$ cat src/rtl/bist_controller_if.sv
// bist_controller_if: test-mode control and LFSR/CUT signals of the BIST sequencer.
// BIST_LOOP_EN adds the Run_Cnt run counter to the bundle.
interface bist_controller_if #(
   parameter int RESP_W = 4
);
   logic              Start;
   logic              Abort;
   logic [RESP_W-1:0] Resp;
   logic              Lfsr_Rst;
   logic              Lfsr_Seed;
   logic              Busy;
   logic              Done;
   logic              Pass;
   logic [RESP_W-1:0] Signature;
`ifdef BIST_LOOP_EN
   logic [7:0]        Run_Cnt;

   modport master (
      input  Start, Abort, Resp,
      output Lfsr_Rst, Lfsr_Seed, Busy, Done, Pass, Signature, Run_Cnt
   );
   modport slave (
      output Start, Abort, Resp,
      input  Lfsr_Rst, Lfsr_Seed, Busy, Done, Pass, Signature, Run_Cnt
   );
`else
   modport master (
      input  Start, Abort, Resp,
      output Lfsr_Rst, Lfsr_Seed, Busy, Done, Pass, Signature
   );
   modport slave (
      output Start, Abort, Resp,
      input  Lfsr_Rst, Lfsr_Seed, Busy, Done, Pass, Signature
   );
`endif
endinterface

$ cat src/rtl/bist_controller.sv
// bist_controller: logic BIST sequencer with MISR compaction and signature compare.
// Define BIST_LOOP_EN for back-to-back runs, Run_Cnt and sticky-fail Pass.
module bist_controller #(
   parameter int              N_PAT   = 16,
   parameter int              N_PHASE = 2,
   parameter int              RESP_W  = 4,
   parameter logic [RESP_W-1:0] POLY   = RESP_W'(3),
   parameter logic [RESP_W-1:0] GOLDEN = '0
) (
   input logic               CLK,
   input logic               RST,
   bist_controller_if.master bus
);

   localparam int PAT_W = (N_PAT > 1) ? $clog2(N_PAT) : 1;
   localparam int PH_W  = (N_PHASE > 1) ? $clog2(N_PHASE) : 1;

   typedef enum logic [2:0] {
      IDLE, INIT, RUN, RESEED, COMPARE, DONE
   } state_t;

   state_t            state;
   state_t            nxt;
   logic [PAT_W-1:0]  pat;
   logic [PH_W-1:0]   phase;
   logic [RESP_W-1:0] misr;
   logic [RESP_W-1:0] misr_nxt;
   logic              pass_q;
   logic              pat_last;
   logic              ph_last;
   logic              active;
   logic              abort_ok;
   logic              lrst;
   logic              seed;
   logic              busy;
   logic              done;

   assign pat_last = (pat == PAT_W'(N_PAT - 1));
   assign ph_last  = (phase == PH_W'(N_PHASE - 1));
   assign active   = (state == INIT) || (state == RUN) ||
                     (state == RESEED) || (state == COMPARE);
   assign abort_ok = bus.Abort && active;

   assign misr_nxt = {misr[RESP_W-2:0], 1'b0}
                   ^ (misr[RESP_W-1] ? POLY : '0)
                   ^ bus.Resp;

   always_ff @(posedge CLK) begin
      if (!RST) state <= IDLE;
      else      state <= nxt;
   end

   always_comb begin
      nxt = state;
      unique case (state)
         IDLE:    if (bus.Start) nxt = INIT;
         INIT:    nxt = RUN;
         RUN:     if (pat_last) nxt = ph_last ? COMPARE : RESEED;
         RESEED:  nxt = RUN;
         COMPARE: nxt = DONE;
`ifdef BIST_LOOP_EN
         DONE:    nxt = bus.Start ? INIT : IDLE;
`else
         DONE:    if (!bus.Start) nxt = IDLE;
`endif
         default: nxt = IDLE;
      endcase
      if (abort_ok) nxt = IDLE;
   end

   // RESEED announces the mode of the phase it is about to enter
   always_comb begin
      lrst = 1'b0;
      seed = 1'b1;
      busy = 1'b0;
      done = 1'b0;
      unique case (state)
         IDLE:    lrst = 1'b1;
         INIT:    begin lrst = 1'b1; busy = 1'b1; end
         RUN:     begin busy = 1'b1; seed = ~phase[0]; end
         RESEED:  begin busy = 1'b1; seed = phase[0]; end
         COMPARE: busy = 1'b1;
         DONE:    begin lrst = 1'b1; done = 1'b1; end
         default: ;
      endcase
   end

`ifdef BIST_LOOP_EN
   logic [7:0] run_cnt;
   logic       fresh;

   always_ff @(posedge CLK) begin
      if (!RST) begin
         run_cnt <= '0;
         fresh   <= 1'b0;
      end else if (state == IDLE && bus.Start) begin
         fresh <= 1'b1;
      end else if (state == COMPARE && !abort_ok) begin
         fresh <= 1'b0;
         if (run_cnt != 8'hFF) run_cnt <= run_cnt + 8'd1;
      end
   end

   assign bus.Run_Cnt = run_cnt;
`endif

   always_ff @(posedge CLK) begin
      if (!RST) begin
         pat    <= '0;
         phase  <= '0;
         misr   <= '0;
         pass_q <= 1'b0;
      end else if (abort_ok) begin
         pass_q <= 1'b0;
      end else begin
         unique case (state)
            IDLE:    if (bus.Start) pass_q <= 1'b0;
            INIT:    begin
               misr  <= '0;
               pat   <= '0;
               phase <= '0;
            end
            RUN:     begin
               misr <= misr_nxt;
               pat  <= pat + 1'b1;
            end
            RESEED:  begin
               pat   <= '0;
               phase <= phase + 1'b1;
            end
`ifdef BIST_LOOP_EN
            COMPARE: pass_q <= (misr == GOLDEN) && (fresh || pass_q);
`else
            COMPARE: pass_q <= (misr == GOLDEN);
`endif
            default: ;
         endcase
      end
   end

   assign bus.Lfsr_Rst  = lrst;
   assign bus.Lfsr_Seed = seed;
   assign bus.Busy      = busy;
   assign bus.Done      = done;
   assign bus.Pass      = pass_q;
   assign bus.Signature = misr;

endmodule

$ cat src/flat_wrapper.sv
// flat-port wrapper written by rule: the top's interface ports become plain ports
module bist_controller_flat 
#(
   parameter int              N_PAT   = 16,
   parameter int              N_PHASE = 2,
   parameter int              RESP_W  = 4,
   parameter logic [RESP_W-1:0] POLY   = RESP_W'(3),
   parameter logic [RESP_W-1:0] GOLDEN = '0
)
  (CLK, RST, bus_Start, bus_Abort, bus_Resp, bus_Lfsr_Rst, bus_Lfsr_Seed, bus_Busy, bus_Done, bus_Pass, bus_Signature);
  bist_controller_if #(.RESP_W(RESP_W)) bus_i ();
  input logic CLK;
  input logic RST;
  input wire logic [$bits(bus_i.Start)-1:0] bus_Start;
  input wire logic [$bits(bus_i.Abort)-1:0] bus_Abort;
  input wire logic [$bits(bus_i.Resp)-1:0] bus_Resp;
  output wire logic [$bits(bus_i.Lfsr_Rst)-1:0] bus_Lfsr_Rst;
  output wire logic [$bits(bus_i.Lfsr_Seed)-1:0] bus_Lfsr_Seed;
  output wire logic [$bits(bus_i.Busy)-1:0] bus_Busy;
  output wire logic [$bits(bus_i.Done)-1:0] bus_Done;
  output wire logic [$bits(bus_i.Pass)-1:0] bus_Pass;
  output wire logic [$bits(bus_i.Signature)-1:0] bus_Signature;
  assign bus_i.Start = bus_Start;
  assign bus_i.Abort = bus_Abort;
  assign bus_i.Resp = bus_Resp;
  assign bus_Lfsr_Rst = bus_i.Lfsr_Rst;
  assign bus_Lfsr_Seed = bus_i.Lfsr_Seed;
  assign bus_Busy = bus_i.Busy;
  assign bus_Done = bus_i.Done;
  assign bus_Pass = bus_i.Pass;
  assign bus_Signature = bus_i.Signature;
  bist_controller #(.N_PAT(N_PAT), .N_PHASE(N_PHASE), .RESP_W(RESP_W), .POLY(POLY), .GOLDEN(GOLDEN)) u_core (.CLK(CLK), .RST(RST), .bus(bus_i));
endmodule
$ cat config.mk
export PLATFORM = sky130hd
export DESIGN_NAME = bist_controller_flat
export DESIGN_NICKNAME = d
export VERILOG_FILES = /design/src/rtl/bist_controller_if.sv /design/src/rtl/bist_controller.sv /design/src/flat_wrapper.sv
export SDC_FILE = /design/constraint.sdc
export NUM_CORES = 1
export LEC_CHECK = 0
export BUFFER_PORTS_ARGS = -buffer_cell sky130_fd_sc_hd__buf_2
export CELL_PAD_IN_SITES_DETAIL_PLACEMENT = 0
export CELL_PAD_IN_SITES_GLOBAL_PLACEMENT = 2
export CORE_ASPECT_RATIO = 0.7
export CORE_MARGIN = 4
export CORE_UTILIZATION = 25
export CTS_CLUSTER_DIAMETER = 50
export DETAILED_ROUTE_END_ITERATION = 8
export GPL_TIMING_DRIVEN = 0
export PLACE_DENSITY = 0.77
export SLEW_MARGIN = 10
export SYNTH_ARGS = -nofsm -noshare
export SYNTH_HDL_FRONTEND = slang
export SYNTH_SLANG_ARGS = --single-unit
$ cat constraint.sdc
create_clock -name CLK -period 1.75 [get_ports CLK]
set_clock_uncertainty 0.2 [all_clocks]
set_input_delay 0.35 -clock CLK [delete_from_list [all_inputs] [get_ports CLK]]
set_output_delay 0.35 -clock CLK [all_outputs]
set_load 0.03 [all_outputs]
After elaboration in Yosys (flattened, before gate mapping)
Cells that the tools add are included.

operators by class
  add/sub/neg operators = 2
  multipliers = 0
  divide/modulo/power cells = 0
  magnitude comparators = 0
  equality and inequality tests = 9
  shifts and indexed selects = 0
  multiplexer cells = 15
  bitwise gates (word level) = 5
  reductions and logical operators = 19

operators with widths
  kind                 count
  $pmux 4 s2           2
  $pmux 3 s5           1
  $mux 3               4
  $reduce_and 2->1     4
  $reduce_bool 2->1    4
  $xor 4x4->4          2
  $eq 3x2->1 const B   2
  $eq 3x3->1 const B   2
  $pmux 1 s2           3
  $add 4x1->4 const B  1
  $eq 4x4->1 const B   1
  $logic_not 4->1      1
  $mux 1               4
  $ne 2x2->1 const B   2
  $reduce_or 2->1      2
  $reduce_or 4->1      1
  $eq 3x1->1 const B   1
  $logic_not 3->1      1
  $logic_or 1x1->1     3
  $not 1->1            3
  $reduce_and 3->1     1
  $reduce_or 3->1      1
  $mux 2               1
  $ne 2x1->1 const B   1
  other kinds (2)      2

storage, ports and cells
  flip-flop bits (word level) = 13
  bits in latches = 0
  memory bits (writable) = 0
  memory bits (read-only) = 0
  input bits = 8
  logic and storage cells = 55
  memories = 0

Longest topological paths before layout
  depth after elaboration = 7
  depth in mapped cells = 4

Worst setup path before layout
OpenSTA, ideal clock, no wires.

  path type = register to output
  start point = register u_core.state[0]
  end point = output port bus_Lfsr_Rst
  data arrival time = 1.126 ns
  required time = 1.200 ns
  setup slack = 0.074 ns
  stages on the path, launching flop included = 4
  buffers on the path = 1
  path through = dfxtp_1 buf_2 inv_2 a21oi_1

on the way
  longest elaborated chain between the ends = 3
  elaborated cells between the ends (all ways) = 5
  those cells by class = 2 x eq/ne; 1 x mux; 2 x reduce/logical

ends and longest elaborated chain
  element                             line                   source
  start: declaration                  bist_controller.sv:22  state_t state;
  start signal: assignment            bist_controller.sv:50  else state <= nxt;
  $eq 3x3->1 (tied with other cells)  bist_controller.sv:77  unique case (state)
  $reduce_or 3->1 (no line) (*)       --
  $mux 1 (*)                          bist_controller.sv:77
  end: declaration                    flat_wrapper.sv:17     output wire logic [$bits(bus_i.Lfsr_Rst)-1:0] bus_Lfsr_Rst;

Every way passes the cells marked *; elsewhere a longest branch is shown, timed or not.

Worst setup path in the final report
  start point = register u_core.state[0]
  end point = output port bus_Lfsr_Seed

on the way
  longest elaborated chain between the ends = 2
  elaborated cells between the ends (all ways) = 3
  those cells by class = 2 x eq/ne; 1 x mux

ends and longest elaborated chain
  element           line                   source
  $eq 3x2->1        bist_controller.sv:77
  $pmux 1 s2 (*)    bist_controller.sv:77
  end: declaration  flat_wrapper.sv:18     output wire logic [$bits(bus_i.Lfsr_Seed)-1:0] bus_Lfsr_Seed;

Marked as above.

==> flow_metrics.env <==
export IMPL_route_detailed_drc=0
export IMPL_final_common_cell="buf_2"
export IMPL_diodes=0
export IMPL_core_area_um2=2820
export IMPL_clockBufferDepth=2
export IMPL_grt_start_max_net_pins=11
export IMPL_placed_area_um2=866
export IMPL_arrival_ps=1310
export IMPL_cp_cell_sequence="buf_8 -> xnor2_1 -> or3_1 -> buf_6"
export IMPL_mostFrequentLayoutCells="12 x buf_2, 10 x dfxtp_1"
export IMPL_rsz0062_at_grt="true"
export IMPL_dieWidth_um=73.1
export IMPL_cpMaxStageDelayCell="dfxtp_4"
export IMPL_synthFlopType="dfxtp_1"
export IMPL_seq_area_frac_synth_pct=35.1
export IMPL_async_reset_ff_share_pct=0
export IMPL_start_util_pct=26.2
export IMPL_routed_wl_um=2000
export IMPL_synth_cell_types=35
export IMPL_syn_nets=100
export IMPL_fin_crit_sh_pct=106
export IMPL_slew_headroom_pct=67.5
export IMPL_cp_end_kind="output port"
export IMPL_setup_viol=1
export IMPL_antenna_found_initial=0
export IMPL_vias=771
export IMPL_grt_usage_pct=10.4
export IMPL_routedWlPerCell_um=13.1
export IMPL_synthToLayoutAreaGrowth_pct=37.5
export IMPL_drtAntennaViolNets=0
export IMPL_hold_viol=0
export IMPL_crit_path_start_kind="flop"
export IMPL_num_io_pins=17
export IMPL_drtIter0Drc=49
export IMPL_routed_via_density=5.04
export IMPL_fp_dieArea_um2=3910
export IMPL_cp_max_fo=8
export IMPL_cts_sinks=13
export IMPL_cts_root_buf="clkbuf_8"
export IMPL_place_gp_congestion=0.733
export IMPL_p_per_area_nw_per_um2=908
export IMPL_clock_latency_ps=250
export IMPL_report_final_slew_viol_count=0
export IMPL_cts_tree="yes"
export IMPL_leakagePower_uw=0.000405
export IMPL_netlist_area_um2=741
export IMPL_num_rows=16
export IMPL_grt_first_pass_wirelength_um=3080
export IMPL_cts_buffers=3
export IMPL_power_uw=925
export IMPL_yosys_warnings=0
export IMPL_hp_class="input pin to flop"
export IMPL_htreeDepth=1
export IMPL_status="finished with violations"
export IMPL_period_needed_ps=1860
export IMPL_avgSynthCellArea_um2=8.14
export IMPL_dieHeight_um=53.5
export IMPL_critical_path_max_stage_delay_ps=360
export IMPL_overflow=0
export IMPL_critPathKind="flop to output port"
export IMPL_worst_slack_ps=-109
export IMPL_nets=127
export IMPL_dpl_hpwl_um=1380
export IMPL_fmax_ghz=0.538
export IMPL_final_area_um2=1020
export IMPL_crit_required_ps=1200
export IMPL_clkTransAtPathRegs_ps=50
export IMPL_worst_pin_slew_ps=488
export IMPL_cap_violations=0
export IMPL_syn_inst=91
export IMPL_violations="negative setup slack"
export IMPL_drt_pass1_iter_count=4
export IMPL_io_buffers=16
export IMPL_ys_seq_elements=13
export IMPL_dp_slack_ps=-196
export IMPL_drive_gt1_share_pct=31.6
export IMPL_vdd_drop_max_v=0.000208
export IMPL_tns_ps=-109
export IMPL_synth_edff_count=0
export IMPL_grt_pass1_vias=617
[registers in the layout (all words and copies together) (netlist names)]
signal and count:
u_core.bus.Signature 4, u_core.pat 4, u_core.state 3, u_core.bus.Pass 1, u_core.ph_last 1
[synth_stat cells, types with 2 or more instances]
cell      instances  area share, %
dfxtp_1          13             35
a21oi_1           8            5.4
nand2_1           7            3.5
o21ai_0           7            4.7
nor2_1            5            2.5
o21ai_1           4            2.7
xnor2_1           4            4.7
xor2_1            4            4.7
a211oi_1          3            3.0
nand3_1           3            2.0
a31oi_1           2            1.7
buf_2             2            1.4
clkbuf_1          2            1.0
inv_1             2            1.0
nand2b_1          2            1.7
nand4_1           2            1.7
nor3b_1           2            2.0
or3_1             2            1.7
[layout make-up]
| cell class | count | area [um2] |
|---|---|---|
| fill | 307 | 1800 |
| clock buffer | 3 | 41.3 |
| timing repair buffer | 22 | 143 |
| clock inverter | 1 | 5.00 |
| multi-input combinational | 70 | 460 |
| inverter | 3 | 11.3 |
| tap | 36 | 45.0 |
| sequential | 13 | 267 |
| buffer | 5 | 46.3 |
[worst max-delay path: cells and delay by family, from the launching register on]
family	cells	cell delay, ps
flops	1	360
xor+xnor	1	110
simple gates	1	320
buf+inv	2	280
[stage by stage]
stage                     cells  hold slack, ps  util [%]
final                       153             166      36.1
after global routing        153             202      36.1
after detailed placement    143             298      30.7
after global placement      143             275      30.7
after floorplan              91             261         -
after CTS                   147             165      33.0
[cell families after synthesis]
| logic type | share of synthesized area (%) |
|---|---|
| xor gates and xnor gates | 9.46 |
| adders and majority gates | 1.69 |
| DFF | 35.1 |
| buffers and inverters | 5.41 |
| AOI/OAI and AO/OA | 22.1 |
| and+or+nand+nor | 26.2 |
[routing by layer]
| layer | up-vias | global-route usage (%) | share of wire, % | routed length (um) |
|---|---|---|---|---|
| met5 | - | 0 | 0 | 0 |
| met1 | 366 | 13.8 | 47 | 936 |
| met3 | 2 | 2.99 | 5.1 | 102 |
| li1 | 384 | - | - | - |
| met2 | 19 | 16.3 | 47 | 936 |
| met4 | 0 | 3.68 | 1.3 | 25 |
[final timing paths]
| kind | start | endpoint | slack, ps | depth (start not counted) |
|---|---|---|---|---|
| hold reg to reg | u_core.bus.Pass | u_core.bus.Pass | 300 | 2 |
| setup reg to reg | u_core.state[2] | u_core.pat[2] | 80 | 4 |
| hold / removal | RST | u_core.bus.Signature[1] | 170 | 3 |
| setup / recovery | u_core.state[0] | bus_Lfsr_Seed | -110 | 4 |
[report_power, final]
group	switching (uW)	internal [uW]	leakage (uW)	total, uW
Clock	113	157	0.0000255	270
Combinational	175	140	0.000273	315
Sequential	23.8	316	0.000107	340
Total	312	613	0.000405	925
[repair_timing]
item,in CTS,in global routing
buffers inserted,0,6
cloned,0,0
endpoints found under the setup margin,5,7
endpoints found under the hold margin,0,0
hold buffers,0,0
pin swaps,0,2
gates resized for setup,8,13
Note: power is estimated with default switching activity, not from simulation.
